===== src/rtl/axis_frame_gen.sv =====
// AXI-Stream test frame generator: emits frame_count frames of frame_len beats
// counting up from seed, with optional idle gaps and tuser marking of last beats.
module axis_frame_gen #(
  parameter int DATA_WIDTH = 8,
  parameter int LEN_WIDTH  = 16
) (
  input  logic                  clk,
  input  logic                  async_rst,
  input  logic                  start,
  input  logic [LEN_WIDTH-1:0]  frame_len,
  input  logic [LEN_WIDTH-1:0]  frame_count,
  input  logic [7:0]            gap_len,
  input  logic [DATA_WIDTH-1:0] seed,
  input  logic                  err_inject,
  output logic                  busy,
  output logic [LEN_WIDTH-1:0]  frames_sent,
  output logic [DATA_WIDTH-1:0] output_axis_tdata,
  output logic                  output_axis_tvalid,
  output logic                  output_axis_tlast,
  output logic                  output_axis_tuser,
  input  logic                  output_axis_tready
);

  // state | meaning
  // IDLE  | waiting for an accepted start, tvalid low
  // SEND  | presenting beats of the current frame
  // GAP   | inter-frame idle, gap_cnt counts down to zero
  typedef enum logic [1:0] {IDLE = 2'd0, SEND = 2'd1, GAP = 2'd2} state_t;

  localparam logic [LEN_WIDTH-1:0]  LEN_ONE  = {{(LEN_WIDTH-1){1'b0}}, 1'b1};
  localparam logic [DATA_WIDTH-1:0] DATA_ONE = {{(DATA_WIDTH-1){1'b0}}, 1'b1};

  state_t                state, state_nxt;
  logic [LEN_WIDTH-1:0]  cfg_len, cfg_count;
  logic [7:0]            cfg_gap;
  logic [DATA_WIDTH-1:0] cfg_seed;
  logic                  cfg_err;
  logic [LEN_WIDTH-1:0]  beat_cnt, beat_nxt, frames_nxt, frames_inc, beat_inc;
  logic [7:0]            gap_cnt, gap_nxt;
  logic [DATA_WIDTH-1:0] tdata_nxt;
  logic                  tvalid_nxt, tlast_nxt, tuser_nxt;
  logic                  start_ok, xfer, last_xfer, run_done, next_is_last;

  assign start_ok     = (state == IDLE) && start && (frame_len != '0) && (frame_count != '0);
  assign xfer         = output_axis_tvalid && output_axis_tready;
  assign last_xfer    = xfer && output_axis_tlast;
  assign frames_inc   = frames_sent + LEN_ONE;
  assign beat_inc     = beat_cnt + LEN_ONE;
  assign run_done     = last_xfer && (frames_inc == cfg_count);
  assign next_is_last = (beat_inc == (cfg_len - LEN_ONE));

  always_ff @(posedge clk or posedge async_rst) begin
    if (async_rst) state <= IDLE;
    else           state <= state_nxt;
  end

  always_comb begin
    state_nxt = state;
    case (state)
      IDLE: if (start_ok) state_nxt = SEND;
      SEND: begin
        if (last_xfer) begin
          if (run_done)           state_nxt = IDLE;
          else if (cfg_gap != '0) state_nxt = GAP;
        end
      end
      GAP:  if (gap_cnt == '0) state_nxt = SEND;
      default: state_nxt = IDLE;
    endcase
  end

  // Next values for the registered outputs; holding is the default so a
  // stalled beat keeps tdata/tlast/tuser unchanged.
  always_comb begin
    tdata_nxt  = output_axis_tdata;
    tvalid_nxt = output_axis_tvalid;
    tlast_nxt  = output_axis_tlast;
    tuser_nxt  = output_axis_tuser;
    beat_nxt   = beat_cnt;
    gap_nxt    = gap_cnt;
    frames_nxt = frames_sent;
    case (state)
      IDLE: begin
        if (start_ok) begin
          frames_nxt = '0;
          beat_nxt   = '0;
          tdata_nxt  = seed;
          tvalid_nxt = 1'b1;
          tlast_nxt  = (frame_len == LEN_ONE);
          tuser_nxt  = err_inject && (frame_len == LEN_ONE);
        end
      end
      SEND: begin
        if (last_xfer) begin
          frames_nxt = frames_inc;
          beat_nxt   = '0;
          if (run_done || (cfg_gap != '0)) begin
            tvalid_nxt = 1'b0;
            tlast_nxt  = 1'b0;
            tuser_nxt  = 1'b0;
            gap_nxt    = cfg_gap - 8'd1;
          end else begin
            tdata_nxt = cfg_seed;
            tlast_nxt = (cfg_len == LEN_ONE);
            tuser_nxt = cfg_err && (cfg_len == LEN_ONE);
          end
        end else if (xfer) begin
          beat_nxt  = beat_inc;
          tdata_nxt = output_axis_tdata + DATA_ONE;
          tlast_nxt = next_is_last;
          tuser_nxt = cfg_err && next_is_last;
        end
      end
      GAP: begin
        if (gap_cnt == '0) begin
          beat_nxt   = '0;
          tdata_nxt  = cfg_seed;
          tvalid_nxt = 1'b1;
          tlast_nxt  = (cfg_len == LEN_ONE);
          tuser_nxt  = cfg_err && (cfg_len == LEN_ONE);
        end else begin
          gap_nxt = gap_cnt - 8'd1;
        end
      end
      default: tvalid_nxt = 1'b0;
    endcase
  end

  always_ff @(posedge clk or posedge async_rst) begin
    if (async_rst) begin
      cfg_len            <= '0;
      cfg_count          <= '0;
      cfg_gap            <= '0;
      cfg_seed           <= '0;
      cfg_err            <= 1'b0;
      beat_cnt           <= '0;
      gap_cnt            <= '0;
      frames_sent        <= '0;
      busy               <= 1'b0;
      output_axis_tdata  <= '0;
      output_axis_tvalid <= 1'b0;
      output_axis_tlast  <= 1'b0;
      output_axis_tuser  <= 1'b0;
    end else begin
      if (start_ok) begin
        cfg_len   <= frame_len;
        cfg_count <= frame_count;
        cfg_gap   <= gap_len;
        cfg_seed  <= seed;
        cfg_err   <= err_inject;
      end
      beat_cnt           <= beat_nxt;
      gap_cnt            <= gap_nxt;
      frames_sent        <= frames_nxt;
      busy               <= (state_nxt != IDLE);
      output_axis_tdata  <= tdata_nxt;
      output_axis_tvalid <= tvalid_nxt;
      output_axis_tlast  <= tlast_nxt;
      output_axis_tuser  <= tuser_nxt;
    end
  end

endmodule


===== config.mk =====
export PLATFORM = sky130hd
export DESIGN_NAME = axis_frame_gen
export DESIGN_NICKNAME = d
export VERILOG_FILES = /design/src/rtl/axis_frame_gen.sv
export SDC_FILE = /design/constraint.sdc
export NUM_CORES = 1
export LEC_CHECK = 0
export CAP_MARGIN = 20
export CORE_MARGIN = 2
export CORE_UTILIZATION = 65
export CTS_BUF_LIST = sky130_fd_sc_hd__clkbuf_16
export DETAILED_ROUTE_END_ITERATION = 12
export DONT_BUFFER_PORTS = 1
export HOLD_SLACK_MARGIN = 0.06
export PLACE_DENSITY = 0.92
export SLEW_MARGIN = 20
export SYNTH_ARGS = -nofsm -noshare
export SYNTH_HDL_FRONTEND = slang
export SYNTH_SLANG_ARGS = --single-unit

===== constraint.sdc =====
create_clock -name clk -period 10.5 [get_ports clk]
set_clock_uncertainty 0.1 [all_clocks]
set_input_delay 2.1 -clock clk [delete_from_list [all_inputs] [get_ports clk]]
set_output_delay 2.1 -clock clk [all_outputs]
set_load 0.02 [all_outputs]

* Word level (Yosys, flattened, before mapping)
Cells that the tools add are included.
Word-level totals: bits in registers 103, input bits 53, output and inout port bits 28, logic and storage cells 97
Operators by class: reduce and logical (&&, ||, !) cells 24, multiplexer cells 40, eq/ne operators 13, add/sub/neg operators 6
Operators by type and width (count):
- $mux W16 | 5
- $mux W8 | 8
- $pmux W16 S3 | 1
- $add A16 B1 Y16 const B | 2
- $eq A16 B1 Y1 const B | 2
- $eq A16 B16 Y1 | 2
- $pmux W16 S2 | 1
- $reduce_bool A16 Y1 | 2
- $pmux W8 S3 | 1
- $pmux W8 S2 | 1
- $sub A16 B1 Y16 const B | 1
- $sub A8 B1 Y8 const B | 2
- $mux W1 | 14
- $reduce_and A4 Y1 | 3
- $mux W2 | 5
- $ne A2 B2 Y1 const B | 5
- $logic_and A1 B1 Y1 | 9
- $pmux W1 S3 | 3
- $add A8 B1 Y8 const B | 1
- $logic_not A8 Y1 | 1
- $reduce_bool A8 Y1 | 1
- $ne A3 B3 Y1 const B | 2
- $pmux W2 S3 | 1
- $reduce_bool A2 Y1 | 3
- other kinds (7) | 7

* Logic depth before layout (Yosys ltp)
depth in word-level cells 7, depth in mapped cells 11, gate-level depth less buffers 10

* Least setup slack after synthesis
Ideal clock, no wire load.
path kind input to register, start point input port frame_len[2], end point register beat_cnt[10], data required time 10304 ps, path slack 6443 ps, library setup time 96 ps, arrival 3861 ps, stages 9, path buffers 2, cell sequence nor4_1 nand4_1 o2111ai_2 a22o_1 a211o_1 clkbuf_1 clkbuf_1 o21ai_0 o31ai_1
On the way: word-level cells in the longest chain between the ends 5
RTL lines:
- from (decl) | line 10 | input logic [LEN_WIDTH-1:0] frame_len,
- $reduce_bool A16 Y1 | line 44 | assign start_ok = (state == IDLE) && start && (frame_len != '0) && (frame_count != '0);
- $logic_and A1 B1 Y1 (2 in series) | line 44
- $ne A2 B2 Y1 (no line)
- $reduce_and A4 Y1 (no line)
- to (signal assigned) | line 152 | beat_cnt <= beat_nxt;
- to (decl) | line 38 | logic [LEN_WIDTH-1:0] beat_cnt, beat_nxt, frames_nxt, frames_inc, beat_inc;
No other way between the ends. A chain may end at the register's enable or synchronous reset.

* Worst setup path in the final report
start point input port frame_len[2], end point register output_axis_tdata[5]
On the way: word-level cells in the longest chain between the ends 5
RTL lines:
- $reduce_bool A16 Y1 | line 44
- $logic_and A1 B1 Y1 (2 in series) | line 44
- $ne A2 B2 Y1 (no line)
- $reduce_and A5 Y1 (no line)
- to (signal assigned) | line 156 | output_axis_tdata <= tdata_nxt;
- to (decl) | line 17 | output logic [DATA_WIDTH-1:0] output_axis_tdata,
No other way between the ends.

==> flow_results.org <==
** Logic synthesis
- Adder-cell share of the synthesized area :: ~2.0%
- Number of warnings issued by yosys :: 0
- Counting every net in the synthesized netlist gives 695.
- Flip-flop cell with the highest count after synthesis :: dfrtp_1
- Of the total synthesized cell area, the portion taken by AND, OR, NAND and NOR gates is roughly 18%.
- After synthesis, the cell types taking the most area are dfrtp_1 (41%), mux2_2 (10%), xnor2_1 (6.7%).
- Of all flip-flops after synthesis, the portion carrying an async set or reset was between 90% and 100%.
- Synth Area in Compound Gates :: 14.46%
- Summing every instance area after synthesis gives 6317 µm².
- Number of enable flip-flop cells after synthesis :: 0
- Cells after Synth :: 632
- By area, the combinational part of the netlist is dominated by simple AND/OR/NAND/NOR gates.
- Most instantiated cells after synthesis :: dfrtp_1 (103), mux2_2 (56), xnor2_1 (48), nor2_1 (45), o21ai_0 (39)
- Averaged over all synthesized cells, the footprint is about 10 µm².
- The netlist uses 70 different library cells.
- Top-count cell post-synth :: dfrtp_1
- After synthesis, the share of cell area in mux cells is 11.45%.
- Portion of synthesized cell area occupied by the leading cell type :: 40.80%
- Xor and xnor fraction of the mapped netlist area :: a little over a tenth
- Library cell with the largest summed area after synthesis :: dfrtp_1
- Post-synthesis sequential element count :: 103
- Summing the sequential cell areas from Yosys gives around 40% of the chip area.

** Power and ir drop
- Switching share of power :: 44.81%
- In this run the static leakage power is 0.002651 µW.
- Peak supply drop :: 0.0002092 V
- Clock share of power :: 15.8%
- Power spent charging and discharging nets :: 938.3 µW
- Of the total power, registers draw 37.5%.
- Total power after layout :: 2094 µW
- Internal :: about 1200 µW
- For this design the ratio of total power to cell area is a little over 300 nW/µm².
- Combinational logic burns 46.7% of the power.

** CTS
- Clk sinks :: 103
- Hold buffers post-CTS :: 0
- Clock latency on the worst-skew pair, taken at its later pin, is 0.35 ns.
- The number of clock buffers added by TritonCTS is 9.
- Root Buffer Master :: clkbuf_16
- Clk buf depth :: 2
- Buffers added to address setup during post-CTS repair amount to 0.
- The H-tree was split into 3 levels.
- Worst-path clk slew :: approximately 0.07 ns
- Post-CTS sizing :: 0
- TritonCTS built the clock tree.

** Drt
- Final routed wire length divided by cell count :: 21.84 µm
- The detailed router finished its first iteration with 350 violations.
- The pre-antenna-repair detailed-routing pass consisted of 5 iterations.
- The detail route stage leaves a number of antenna-violating nets equal to 0.
- Number of vias per cell :: 6.992
- Drt total wl :: about 16 mm
- For this block, the via count after detailed routing is 5,265.
- After detailed routing, the number of remaining DRC violations is 0.

** Timing
- Setup repair after global routing left no endpoint under its margin.
- Max Fclk :: 213.1 MHz
- Worst Max-Slew Pin Slew :: 0.8671 ns
- Max-slew headroom :: between 40 and 50%
- Adding up every negative setup slack in the final design gives 0 ns.
- For the finished layout, the period the worst path requires is 4.692 ns.
- The final-report hold violation count was 0.
- Number of max-slew violations in the final report :: 0
- Minimum setup slack in the final design :: 5.808 ns
- Setup violators final :: 0
- Final worst-path cycle share :: 44.69%

** Die
- Full die area :: 10,520 µm²
- Pin placement for this block handled 81 I/O pins.
- Starting utilization of the core area :: 67.73%
- Cell row count :: 35
- In this run the vertical extent of the chip is 102.6 µm.
- The floorplan step set the die width to 102.6 µm.
- Core area :: between 9000 and 10,000 µm²

** Critical path
- End of the worst register-to-register path :: frames_sent[4]
- Along the worst path, the maximum fanout reaches 22.
- For the worst flop-to-flop path, the logic depth is 9.
- Critical Path Sink Type :: flip-flop
- Reg-to-reg startpoint :: state[1]
- Critical path data required time :: 10.63 ns
- Setup slack on the worst reg-to-reg path comes out at 6.69 ns.
- Data arrival time at the worst-slack endpoint :: between 4 and 5 ns
- Startpoint type of the worst setup path :: input pin
- The critical path is of the in -> reg type.

** Global routing
- Met2 Resource Use GR :: 52.74%
- For this run the aggregate overflow at the end of global routing stands at 0.
- Number of antenna violations at the first check in global routing :: 0
- Maximum number of pins on one net before global-route repair :: 79
- The first global-routing pass estimated 26.70 mm of wire.
- In the global route stage, met3 resource usage came out at 8.881%.
- Number of global-route vias before repair :: 5,255
- Global routing consumed, on the met1 layer, 41.74% of the routing resources.
- The layer flagged by global routing as most heavily used is met2.
- Global routing used 32.76% of the available tracks.

** Final layout
- Area added between synthesis and finish :: 6.259%
- Final core occ :: 71.97%
- With fillers left out, the area of the finished cells amounts to ~6700 µm².
- Area taken by multi-input logic gates :: 3590 µm²
- Counting the fill cells in the layout gives about 600.
- In the final layout, the share of cells above drive strength 1 is 15.87%.
- Combined flip-flop and latch cell area :: 2577 µm²
- The repair_antennas step left the layout with diodes totalling 0.
- Net count reported at finish :: around 680

** Worst hold path
- The min-delay analysis places its worst path in the category reg -> reg.
- Start point of the worst min-delay path :: gap_cnt[1]
- Hold path depth :: 2
- The path with the worst hold slack has its endpoint at gap_cnt[1].

** Flow run
- Max-Cap Viols :: 0

** Outcome
- Status :: completed

** Placed design
- Detailed placement finished with a half-perimeter wire length of approximately 11 mm.
- Timing analysis after detailed placement gives a worst setup slack of ~5.5 ns.
- Area post-placement :: ~6400 µm²
- Port buffer count :: 0
- At the end of routability-driven placement, the weighted congestion stood at 0.9831.
-- cell families after synthesis --
kind of cell,count (synthesis)
xor+xnor,75
simple gates,209
fa+ha+maj,10
flops,103
buf+inv,39
compound gates,131
mux,65
-- power by group through the flow --
stage | combinational [µW] | sequential, µW | clock, µW
after floorplan | 788 | 713 | 0
final | 978 | 785 | 331
after global placement | 882 | 769 | 0
after CTS | 957 | 776 | 331
after detailed placement | 935 | 780 | 0
after global routing | 1060 | 802 | 348
-- worst max-delay path: stages --
cell and delay (ns):
nor4_1 0.29, nand4_1 0.30, o2111ai_4 0.69, a22o_1 0.33
a211o_1 0.55, a31oi_4 0.16, mux2_1 0.40
-- state kept, by name (all words and copies together), names as in the netlist --
name / cells
cfg_gap: 8
output_axis_tuser: 1
cfg_count: 16
gap_cnt: 8
output_axis_tlast: 1
beat_cnt: 16
cfg_err: 1
output_axis_tvalid: 1
cfg_len: 16
state: 2
output_axis_tdata: 8
frames_sent: 16
busy: 1
cfg_seed: 8
-- per-layer routing --
metal | wire length (µm) | vias up | share of wire [%]
li1 | - | 2301 | -
met2 | 7871 | 345 | 48
met1 | 6059 | 2529 | 37
met3 | 1688 | 90 | 10
met4 | 823 | 0 | 5.0
met5 | 0 | - | 0
-- final cells by class --
type | count | area share, %
Multi-Input combinational cell | 490 | 53.48
Inverter | 11 | 0.6524
Sequential cell | 103 | 38.40
Tap cell | 129 | 2.404
Timing Repair Buffer | 4 | 0.7456
Clock buffer | 9 | 3.355
Clock inverter | 7 | 0.9692
-- worst max-delay path by stage --
| stage | to | from | slack [ns] |
|---|---|---|---|
| floorplan | beat_cnt[0] | async_rst | 5.60 |
| finish | output_axis_tdata[5] | frame_len[2] | 5.81 |
| global placement | output_axis_tdata[5] | frame_len[15] | 5.64 |
| detailed placement | output_axis_tdata[5] | frame_len[2] | 5.55 |
| CTS | output_axis_tdata[5] | frame_len[2] | 5.88 |
| global route | output_axis_tdata[5] | frame_len[2] | 5.68 |
-- through the flow --
step / hold WS [ns] / instances
CTS: 0.4129 / 752
floorplan: 0.3671 / 632
detailed placement: 0.3968 / 736
finish: 0.4102 / 753
global route: 0.4318 / 753
global placement: 0.3850 / 736
-- layout by cell type, fill, tap and decap left out, types with 4 or more instances in the layout --
cell / count
a211o_1: 6
a21oi_1: 15
a22oi_1: 6
a31oi_1: 4
and2_1: 10
and3_1: 8
clkbuf_16: 9
dfrtp_1: 103
ha_1: 10
inv_1: 9
mux2_2: 56
mux2i_1: 7
nand2_1: 38
nand2b_1: 4
nand3_1: 28
nand4_1: 12
nor2_1: 44
nor3_1: 18
nor3b_1: 4
nor4_1: 13
o21a_1: 4
o21ai_0: 39
o31ai_1: 26
xnor2_1: 48
xor2_1: 26
No activity file was read; power rests on OpenSTA's default activity.
